### config.mk
export PLATFORM = sky130hd
export DESIGN_NAME = regfile_write_arbiter
export DESIGN_NICKNAME = d
export VERILOG_FILES = /design/src/rtl/regfile_pkg.sv /design/src/rtl/rr_arbiter.sv /design/src/rtl/regfile_write_arbiter.sv
export SDC_FILE = /design/constraint.sdc
export NUM_CORES = 1
export LEC_CHECK = 0
export CAP_MARGIN = 20
export CORE_AREA = 2 2 82 104
export DETAILED_ROUTE_END_ITERATION = 10
export DIE_AREA = 0 0 84 106
export DONT_BUFFER_PORTS = 1
export GPL_TIMING_DRIVEN = 0
export SYNTH_ARGS = -nofsm -noshare
export SYNTH_HDL_FRONTEND = slang
export SYNTH_HIERARCHICAL = 1
export SYNTH_SLANG_ARGS = --single-unit
### constraint.sdc
create_clock -name clk -period 3 [get_ports clk]
set_input_delay 0.9 -clock clk [delete_from_list [all_inputs] [get_ports clk]]
set_output_delay 0.9 -clock clk [all_outputs]
set_load 0.005 [all_outputs]
### src/rtl/regfile_pkg.sv
// Shared types and constants for the register-file write-port controller.
package regfile_pkg;

  localparam int RF_AW = 5;
  localparam int RF_DW = 32;

  // Controller phases: clear sweep after reset, then arbitrated writes.
  typedef enum logic {
    ST_INIT = 1'b0,
    ST_RUN  = 1'b1
  } state_t;

  // One register-file write-port transaction.
  typedef struct packed {
    logic             we;
    logic [RF_AW-1:0] wa;
    logic [RF_DW-1:0] wd;
  } rf_wr_t;

  // Width of an index into n items; never zero so a single requester still has a port.
  function automatic int idx_width(input int n);
    return (n > 1) ? $clog2(n) : 1;
  endfunction

endpackage

### src/rtl/rr_arbiter.sv
// Combinational round-robin pick: first asserted request at or after ptr, wrapping.
module rr_arbiter
  import regfile_pkg::*;
#(
  parameter  int N  = 4,
  localparam int IW = idx_width(N)
) (
  input  logic [N-1:0]  req,
  input  logic [IW-1:0] ptr,
  output logic [N-1:0]  gnt,
  output logic [IW-1:0] idx
);

  logic found;
  int   cand;

  // Scan N candidates starting at ptr; the first asserted request wins.
  always_comb begin
    // NOTE: every output and temporary gets a default before any branch so no latch is inferred.
    gnt   = '0;
    idx   = '0;
    found = 1'b0;
    cand  = 0;
    for (int k = 0; k < N; k++) begin
      cand = int'(ptr) + k;
      if (cand >= N) cand = cand - N;
      if (!found && req[cand]) begin
        found     = 1'b1;
        gnt[cand] = 1'b1;
        idx       = IW'(cand);
      end
    end
  end

endmodule

### src/rtl/regfile_write_arbiter.sv
// Write-port controller for the dual-port register file: clears every entry after
// reset, then shares the single write port among NREQ valid/ready requesters in
// round-robin order. All rf_* outputs are registered.
module regfile_write_arbiter
  import regfile_pkg::*;
#(
  parameter  int NREQ    = 4,
  parameter  int AW      = RF_AW,
  parameter  int DW      = RF_DW,
  parameter  bit ZERO_R0 = 1'b1,
  localparam int IW      = idx_width(NREQ)
) (
  input  logic              clk,
  input  logic              reset_n,
  input  logic [NREQ-1:0]   req_valid,
  input  logic [NREQ*AW-1:0] req_addr,
  input  logic [NREQ*DW-1:0] req_data,
  output logic [NREQ-1:0]   req_ready,
  output logic              rf_we,
  output logic [AW-1:0]     rf_wa,
  output logic [DW-1:0]     rf_wd,
  output logic [IW-1:0]     grant_id,
  output logic              init_done
);

  state_t          state;
  state_t          state_nxt;
  logic [AW-1:0]   sweep_cnt;
  logic            sweep_last;
  logic [IW-1:0]   ptr;
  logic [IW-1:0]   ptr_nxt;
  logic [NREQ-1:0] gnt;
  logic [IW-1:0]   win;
  logic            accept;
  logic [AW-1:0]   win_addr;
  logic [DW-1:0]   win_data;

  rr_arbiter #(.N(NREQ)) u_arb (
    .req (req_valid),
    .ptr (ptr),
    .gnt (gnt),
    .idx (win)
  );

  assign sweep_last = (sweep_cnt == {AW{1'b1}});
  assign win_addr   = req_addr[int'(win)*AW +: AW];
  assign win_data   = req_data[int'(win)*DW +: DW];
  assign ptr_nxt    = (win == IW'(NREQ - 1)) ? '0 : win + IW'(1);

  // Next state and handshake: requesters only see ready once the sweep is done.
  always_comb begin
    state_nxt = state;
    req_ready = '0;
    accept    = 1'b0;
    unique case (state)
      ST_INIT: begin
        if (sweep_last) state_nxt = ST_RUN;
      end
      ST_RUN: begin
        req_ready = gnt;
        accept    = |gnt;
      end
      default: state_nxt = ST_INIT;
    endcase
  end

  // State register.
  always_ff @(posedge clk or negedge reset_n) begin
    // NOTE: sequential state uses non-blocking assignments so every flop samples pre-edge values.
    if (!reset_n) state <= ST_INIT;
    else          state <= state_nxt;
  end

  // Write-port registers, sweep counter and round-robin pointer.
  always_ff @(posedge clk or negedge reset_n) begin
    if (!reset_n) begin
      sweep_cnt <= '0;
      ptr       <= '0;
      rf_we     <= 1'b0;
      rf_wa     <= '0;
      rf_wd     <= '0;
      grant_id  <= '0;
      init_done <= 1'b0;
    end else begin
      unique case (state)
        ST_INIT: begin
          // Clear sweep writes every address, including 0 even when ZERO_R0 is set.
          rf_we     <= 1'b1;
          rf_wa     <= sweep_cnt;
          rf_wd     <= '0;
          sweep_cnt <= sweep_cnt + AW'(1);
          if (sweep_last) init_done <= 1'b1;
        end
        ST_RUN: begin
          if (accept) begin
            // Writes to address 0 complete the handshake but never reach the file.
            rf_we    <= !(ZERO_R0 && (win_addr == '0));
            rf_wa    <= win_addr;
            rf_wd    <= win_data;
            grant_id <= win;
            ptr      <= ptr_nxt;
          end else begin
            rf_we <= 1'b0;
          end
        end
        default: rf_we <= 1'b0;
      endcase
    end
  end

endmodule
Word level (Yosys, flattened, before mapping)
Index checks and enable logic that the tools add are counted.
{ "word_totals": {"regBits": 49, "in_bits": 154} }
{ "op_classes": {"add_sub_neg": 9, "multipliers": 1, "order_cmp": 12, "n_eq_ne": 3, "shifts": 2, "muxes": 46, "bitwise": 4, "reduce_logical": 15} }
{ "ops": {"columns": ["cell", "n"], "rows": [
  ["$mux 32", 5],
  ["$ge 32x1->1 const B", 4],
  ["$lt 32x4->1 const B", 4],
  ["$shiftx 128x8->32", 1],
  ["$ge 32x4->1 const B", 3],
  ["$sub 32x4->32 const B", 3],
  ["$pmux 32 s2", 1],
  ["$mux 4", 5],
  ["$shiftx 20x6->5", 1],
  ["$mux 1", 19],
  ["$or 4x4->4", 3],
  ["$mux 2", 5],
  ["$pmux 5 s2", 1],
  ["$bmux 1 s2", 4],
  ["$demux 1 s2", 4],
  ["$logic_and 1x1->1", 7],
  ["$add 2x2->3 const B", 2],
  ["$add 5x1->5 const B", 1],
  ["$eq 5x5->1 const B", 1],
  ["$logic_not 5->1", 1],
  ["$mul 2x3->5 const B", 1],
  ["$mux 5", 1],
  ["$logic_not 1->1", 4],
  ["$reduce_and 2->1", 2],
  ["other kinds (9)", 9]
]} }

Depth between registers and ports, before layout
Gate-level depths: netlist (run 1).
{ "logic_depth": {"ltp_word": 21, "ltp_mapped": 13, "depth_no_buf": 10} }

Hierarchy
The synthesis (run 1) kept the hierarchy.
{ "by_module_without_submodules": {"columns": ["mod", "instances", "cells_per_inst", "area_per_inst_um2"], "rows": [
  ["regfile_write_arbiter", 1, 252, 2937.8],
  ["rr_arbiter", 1, 49, 456.7]
]} }

Worst setup path before layout (run 1)
No wires, ideal clock.
{ "synth_path": {"path_kind": "reg2reg", "startpoint": "register ptr[0]", "endpoint": "register rf_wd[13]", "setup_time_ps": 136, "arrival_time_ps": 3100, "slack_ps": -237, "stages_incl_launch_ff": 14, "path_buffers": 3, "period_less_slack_ps": 3237, "path_cell_list": "dfrtp_1 -> buf_2 -> inv_1 -> ha_1 -> mux4_2 -> nor2b_4 -> o21ai_1 -> and3_1 -> o22ai_1 -> buf_2 -> buf_2 -> mux4_2 -> nand2_1 -> a21oi_1"} }
{ "synth_between": {"elab_chain_len": 18, "word_cells_on_any_way": 73, "classes_between": "add/sub (7); order compare (12); eq/ne (1); shift (1); mux (38); bitwise (3); reduce/logical (11)"} }
{ "synth_lines": {"columns": ["item", "line", "source"], "rows": [
  ["start: declaration", "regfile_write_arbiter.sv:30", "logic [IW-1:0] ptr;"],
  ["start signal: assignment", "regfile_write_arbiter.sv:101", "ptr <= ptr_nxt;"],
  ["branches (longest 14 deep; another with $sub 32x4->32)", null, null],
  ["$mux 2 (*)", "rr_arbiter.sv:27", "if (!found && req[cand]) begin"],
  ["named net win[1]", "regfile_write_arbiter.sv:33", "logic [IW-1:0] win;"],
  ["$shiftx 128x8->32 (*)", "regfile_write_arbiter.sv:47", "assign win_data = req_data[int'(win)*DW +: DW];"],
  ["$mux 32 (*)", "regfile_write_arbiter.sv:95", "if (accept) begin"],
  ["$pmux 32 s2 (*)", "regfile_write_arbiter.sv:85", "unique case (state)"],
  ["end signal: assignment", "regfile_write_arbiter.sv:99", "rf_wd <= win_data;"],
  ["end: declaration", "regfile_write_arbiter.sv:21", "output logic [DW-1:0] rf_wd,"]
]} }
Mark *: on every way through the listed nets, which the timed path passes. The select of a mux whose other input is x is not followed.
A chain may end at the register's enable or synchronous reset.

Worst setup path after layout (run 1)
{ "layout_path": {"startpoint": "register ptr[0]", "endpoint": "output port req_ready[0]"} }
{ "layout_between": {"elab_chain_len": 16, "word_cells_on_any_way": 64, "classes_between": "add/sub (7); order compare (12); mux (32); bitwise (3); reduce/logical (10)"} }
{ "layout_lines": {"columns": ["item", "line", "source"], "rows": [
  ["branches (longest 14 deep; another with $sub 32x4->32)", null, null],
  ["$mux 4 (*)", "rr_arbiter.sv:27", null],
  ["named net gnt[0]", "regfile_write_arbiter.sv:32", "logic [NREQ-1:0] gnt;"],
  ["$mux 4 (*)", "regfile_write_arbiter.sv:55", "unique case (state)"],
  ["end: declaration", "regfile_write_arbiter.sv:18", "output logic [NREQ-1:0] req_ready,"]
]} }
Marked as above.

==> key figures, run 1 <==
Global routing
  • Total congestion overflow: 0
  • Global Route Usage Sum: 20.6%
  • Initial antenna violation count: 0
  • Largest net degree at the start of global routing: 50
  • First-pass GRT wire length: 14200 microns
  • Vias in the first global route: 2561

Place
  • I/O Buffers: 0
  • Final Wtd Congestion: 0.769
  • Post-DP HPWL: 7000 microns

Synth
  • Mean Syn Cell Area: 11.3 sq um
  • Mapped Area: 3390 sq um
  • Yosys warnings: 6
  • Distinct cell type count after synthesis: 42
  • Seq/Total Area, Yosys: 36.1%
  • Syn Nets: 466
  • Synthesis-stage register bit count: 49
  • Synthesized instance count: 301
  • Most common flop cell mapped by yosys: dfrtp_1
  • Async SR Flop Fraction: 100%
  • Number of enable flip-flop cells after synthesis: 0

STA
  • RSZ-0062 raised after global routing: yes
  • Worst setup margin: -0.129 ns
  • Final slew viol count: 0
  • F_max: 0.320 GHz
  • Setup clock skew after layout: 0.00889 ns
  • Hold Vio Cnt, Final: 0
  • Final worst-path cycle share: 104%
  • Min Tclk post-route: 3.13 ns
  • Worst slew margin: 68.5%
  • Final setup viols: 4
  • Slew of the pin with the lowest slew margin: 0.473 ns

Route
  • Avg WL per Cell: 22.4 microns
  • DR vias/cell: 6.16
  • Initial DRC Count: 109
  • Final wirelength: 9710 microns
  • First-pass DRT Iterations: 6
  • Detail Route Antenna Nets: 0
  • DRC errors left: 0
  • Vias: 2667

Clock tree
  • Root buffer cell: clkbuf_8
  • Clock latency on the worst-skew pair: 0.30 ns
  • CTS buffer count: 5
  • Worst-path clk slew: 0.09 ns
  • Number of H-tree levels: 2
  • CTS tree: done
  • Deepest clock path buffer count: 2
  • Clock sink count: 49

Critical path
  • Worst Setup Start Kind: register
  • Critical path, cell by cell: buf_6 -> inv_4 -> ha_4 -> mux4_2 -> nor3_4 -> a22oi_1 -> o21ai_2 -> and2_4
  • Worst Setup End Kind: output port
  • Max stage delay on crit path: 0.40 ns
  • Required time worst endpoint: 2.10 ns
  • Arrival @ worst endpoint: 2.23 ns
  • Reg2reg path depth: 13
  • R2r startpoint: ptr[0]
  • Crit Path Category: reg -> out
  • Reg2reg end: rf_wd[25]
  • R2R Setup Slk: 0 ns
  • CP max stage cell: dfrtp_2
  • Max FO, Critical Path: 5

Flow run
  • MaxCap Viol Count: 0

Die
  • Die W: 84 microns
  • Die area: 8900 sq um
  • Die Ht: 106 microns
  • I/O pin cnt: 199
  • Row count: 37
  • Initial core utilization: 42.4%
  • Core Box Area: 8010 sq um

Finish
  • Layout cells sized above 1: 37.8%
  • Final net count: 500
  • Fin util: 50.7%
  • Synth-to-Final Area Change: 19.5%
  • Commonest non-fill, non-tap cells in the layout: nand2_1 (76), dfrtp_1 (47), mux4_2 (40)
  • Antenna Cells: 0
  • Most common cell after layout, fill and taps aside: nand2_1

Power
  • Pwr Density: 1880 nW/um^2
  • VDD IR max: 0.000888 V
  • Final Total Pwr: 7.65 mW
  • Pleak: 1.69 nW

Run status
  • Status: finished with violations
  • Failing checks: setup timing

Worst hold path
  • HP Class: in -> async
## worst max path at each step
stage                 startpoint           end  slack [ns]  depth (start not counted)
floorplan           req_valid[1]  req_ready[1]       -0.04                          6
global placement          ptr[1]         rf_we       -0.45                         11
detailed placement        ptr[1]     rf_wd[28]       -0.50                         12
CTS                       ptr[0]  req_ready[3]       -0.11                          7
global route              ptr[0]  req_ready[2]       -0.22                          8
finish                    ptr[0]  req_ready[0]       -0.13                          8
## area by class of cell
class,count,area [sq um]
Sequential cell,49,1230
Buffer,23,218
Clock inverter,2,13.8
Tap cell,97,121
Clock buffer,6,82.6
Fill cell,723,3950
Timing Repair Buffer,27,259
Multi-Input combinational cell,225,2120
Inverter,4,17.5
## synth_stat cells, drive strengths merged (2+ instances only)
| master | n | area, sq um |
|---|---|---|
| nor2 | 7 | 26.3 |
| mux2 | 5 | 56.3 |
| and3 | 2 | 12.5 |
| ha | 11 | 138 |
| and2 | 4 | 25.0 |
| clkbuf | 5 | 18.8 |
| dfrtp | 49 | 1230 |
| o31ai | 2 | 15.0 |
| inv | 3 | 11.3 |
| a22oi | 9 | 67.6 |
| a31oi | 5 | 31.3 |
| mux2i | 2 | 20.0 |
| mux4 | 41 | 927 |
| o21ai | 7 | 35.0 |
| nand2 | 77 | 289 |
| buf | 18 | 139 |
| xnor2 | 3 | 26.3 |
| a21oi | 32 | 160 |
| nor3 | 4 | 31.3 |
## power by group
part           internal, mW  leakage (nW)  switching, mW
logic                  3.13          1.05           2.82
clock network         0.187        0.0512          0.224
registers              1.04         0.590          0.248
total                  4.36          1.69           3.29
## registers in the layout, indices dropped and copies added (netlist names)
register   count
rf_wa          5
grant_id       2
state          1
ptr            2
rf_we          1
init_done      1
sweep_cnt      5
rf_wd         32
## cells by family after synthesis
logic type | after synthesis | synth area share [%]
compound gates | 62 | 11.3
xor+xnor | 3 | 0.774
fa+ha+maj | 11 | 4.05
buf+inv | 27 | 5.09
flops | 49 | 36.1
mux | 48 | 29.6
simple gates | 101 | 13.1
## stage by stage
step,instance area (sq um),instances,TNS [ns],setup slack (ns),hold WS (ns)
detailed placement,3580,398,-17.13,-0.503,0.485
CTS,3900,424,-0.429,-0.113,0.270
global route,4060,433,-4.87,-0.217,0.256
global placement,3580,398,-13.89,-0.450,0.474
finish,4060,433,-0.471,-0.129,0.281
floorplan,3450,301,-0.168,-0.0427,0.451
## metal layers
metal,up-vias,share of wire [%],global-route usage [%]
li1,1185,-,-
met1,1326,38,25.8
met2,148,53,36.6
met3,8,7.3,3.65
met4,0,1.4,5.76
met5,-,0,0
## what timing repair did
item	in CTS	in global routing
resized for setup	23	18
pin swaps	6	8
endpoints found under the setup margin	45	45
setup buffers	17	8
hold buffers	0	0
gates cloned	1	1
## critical path: cells and delay by family, from the launching register on
| kind | cells | cell delay (ns) |
|---|---|---|
| buf+inv | 2 | 0.16 |
| flops | 1 | 0.40 |
| simple gates | 2 | 0.46 |
| compound gates | 2 | 0.23 |
| fa+ha+maj | 1 | 0.28 |
| mux | 1 | 0.38 |
(Power assumes the default switching activity.)
==> run 2, diff against run 1 <==
Clock period 3 ns to 3.95 ns, I/O delays scaled along.
==> key figures, run 2 (same netlist as run 1, synthesis figures left out) <==
Run status
  • Status: completed (was finished with violations)

Worst hold path
  • Hold Path Origin: init_done
  • Hold endpoint: init_done
  • Worst hold path depth: 1
  • HP Class: reg -> reg (was in -> async)

Finish
  • Synth-to-Final Area Change: 7.08% (was 19.5%)
  • Top flop regs: rf_wd x32, rf_wa x5, sweep_cnt x5 (unchanged)
  • Register with the most flip-flops: rf_wd (unchanged)
  • Layout fillers: 750 (was 723)
  • Antenna Cells: 0 (unchanged)
  • Layout cells sized above 1: 26.1% (was 37.8%)
  • Most common cell after layout, fill and taps aside: nand2_1 (unchanged)
  • Final net count: 476 (was 500)
  • Max reg flops: 32 (unchanged)
  • Commonest non-fill, non-tap cells in the layout: nand2_1 (77), dfrtp_1 (47), mux4_2 (40) (was nand2_1 (76), dfrtp_1 (47), mux4_2 (40))

Clock tree
  • Worst-path clk slew: 0.08 ns (was 0.09 ns)
  • Clock sink count: 49 (unchanged)
  • CTS tree: done (unchanged)
  • CTS buffer count: 5 (unchanged)
  • Hold buffers post-CTS: 0 (unchanged)
  • Deepest clock path buffer count: 2 (unchanged)
  • Number of H-tree levels: 2 (unchanged)
  • Clock latency on the worst-skew pair: 0.29 ns (was 0.30 ns)
  • Root buffer cell: clkbuf_8 (unchanged)

Power
  • Pwr Density: 1340 nW/um^2 (was 1880 nW/um^2)
  • VDD IR max: 0.000807 V (was 0.000888 V)
  • Pleak: 1.49 nW (was 1.69 nW)

STA
  • Hold Vio Cnt, Final: 0 (unchanged)
  • Slew of the pin with the lowest slew margin: 0.621 ns (was 0.473 ns)
  • Worst setup margin: 0.159 ns (was -0.129 ns)
  • Setup_tns: 0 ns (was -0.471 ns)
  • Min Tclk post-route: 3.79 ns
  • Final slew viol count: 0 (unchanged)
  • Final worst-path cycle share: 96.0%
  • Setup clock skew after layout: 0.00262 ns (was 0.00889 ns)
  • Final setup viols: 0 (was 4)
  • RSZ-0062 raised after global routing: no (was yes)
  • Worst slew margin: 58.3% (was 68.5%)
  • F_max: 0.264 GHz

Critical path
  • Logic depth of the worst setup path including buffers: 6 (was 8)
  • Crit Path Category: in -> out (was reg -> out)
  • CP top delay family: simple AND/OR/NAND/NOR gates (unchanged)
  • Required time worst endpoint: 2.76 ns (was 2.10 ns)
  • Worst Setup Start Kind: input port (was register)
  • Worst path buffer plus inverter count: 0 (was 2)
  • R2R Setup Slk: 0.37 ns (was 0 ns)
  • R2r startpoint: ptr[0] (unchanged)
  • Max FO, Critical Path: 7 (was 5)
  • Arrival @ worst endpoint: 2.61 ns (was 2.23 ns)
  • Max stage delay on crit path: 0.48 ns (was 0.40 ns)
  • Reg2reg path depth: 13 (unchanged)
  • Reg2reg end: rf_wd[14] (was rf_wd[25])
  • Critical path, cell by cell: mux4_2 -> nand2b_4 -> nor3_4 -> a22oi_1 -> o21ai_2 -> and2_1 (was buf_6 -> inv_4 -> ha_4 -> mux4_2 -> nor3_4 -> a22oi_1 -> o21ai_2 -> and2_4)
  • CP max stage cell: mux4_2 (was dfrtp_2)
  • Worst Setup End Kind: output port (unchanged)

Global routing
  • Initial antenna violation count: 1 (was 0)
  • Largest net degree at the start of global routing: 50 (unchanged)
  • First-pass GRT wire length: 14100 microns (was 14200 microns)
  • Vias in the first global route: 2615 (was 2561)
  • Total congestion overflow: 0 (unchanged)
  • Global Route Usage Sum: 20.3% (was 20.6%)

Die
  • Die Ht: 106 microns (unchanged)
  • Row count: 37 (unchanged)
  • I/O pin cnt: 199 (unchanged)
  • Die area: 8900 sq um (unchanged)
  • Initial core utilization: 42.4% (unchanged)
  • Die W: 84 microns (unchanged)
  • Core Box Area: 8010 sq um (unchanged)

Route
  • Detail Route Antenna Nets: 0 (unchanged)
  • Avg WL per Cell: 22.7 microns (was 22.4 microns)
  • DR vias/cell: 6.16 (about the same)
  • Vias: 2507 (was 2667)
  • Final wirelength: 9240 microns (was 9710 microns)
  • DRC errors left: 0 (unchanged)
  • Initial DRC Count: 74 (was 109)
  • First-pass DRT Iterations: 4 (was 6)

Flow run
  • MaxCap Viol Count: 0 (unchanged)

Place
  • Post-DP HPWL: 7320 microns (was 7000 microns)
  • Pre-CTS setup slack: 0.0112 ns (was -0.503 ns)
  • Final Wtd Congestion: 0.792 (was 0.769)
  • I/O Buffers: 0 (unchanged)
run 2: how the worst max path moves through the flow:
| stage | startpoint | to | slack [ns] |
|---|---|---|---|
| after floorplan | req_valid[1] | req_ready[1] | 0.24 |
| after global routing | ptr[1] | req_ready[3] | 0.008 |
| after global placement | ptr[0] | rf_wd[14] | 0.04 |
| after CTS | ptr[0] | req_ready[0] | 0.02 |
| final | req_valid[1] | req_ready[0] | 0.16 |
| after detailed placement | ptr[0] | rf_wd[21] | 0.01 |
run 2: repair_timing:
item,in CTS,in global routing
resized for setup,6,2
setup endpoints to repair,10,33
buffers inserted,1,2
run 2: metrics by stage:
step                      cell area, sq um  hold slack [ns]  power (mW)  util (%)  instances
after floorplan                       3390            0.451        3.84         -        301
after global placement                3520            0.474        4.50      43.9        398
after detailed placement              3520            0.477        4.57      43.9        398
after CTS                             3620            0.497        4.90      45.1        405
after global routing                  3630            0.520        5.31      45.4        407
final                                 3630            0.488        4.86      45.4        407
run 2: final cells by class:
type / count / area (sq um) / area share, %
inverters: 4 / 15.0 / 0.413
clock inverters: 1 / 5.00 / 0.138
repair buffers: 3 / 22.5 / 0.620
multi-input cells: 225 / 2010 / 55.4
flip-flops and latches: 49 / 1230 / 33.8
plain buffers: 23 / 160 / 4.41
clock buffers: 5 / 68.8 / 1.89
well taps: 97 / 121 / 3.34
run 2: per-layer routing:
metal	up-vias	wire length, microns	track usage, %	part of all wire, %
met2	131	4930	35.8	53
met1	1229	3490	24.4	38
met3	12	695	5.75	7.5
met4	2	116	5.41	1.3
li1	1133	-	-	-
met5	-	13	0	0.14
run 2: power by group:
part	switching (mW)	internal (mW)
clock	0.154	0.117
combinational	1.85	1.75
sequential	0.201	0.791
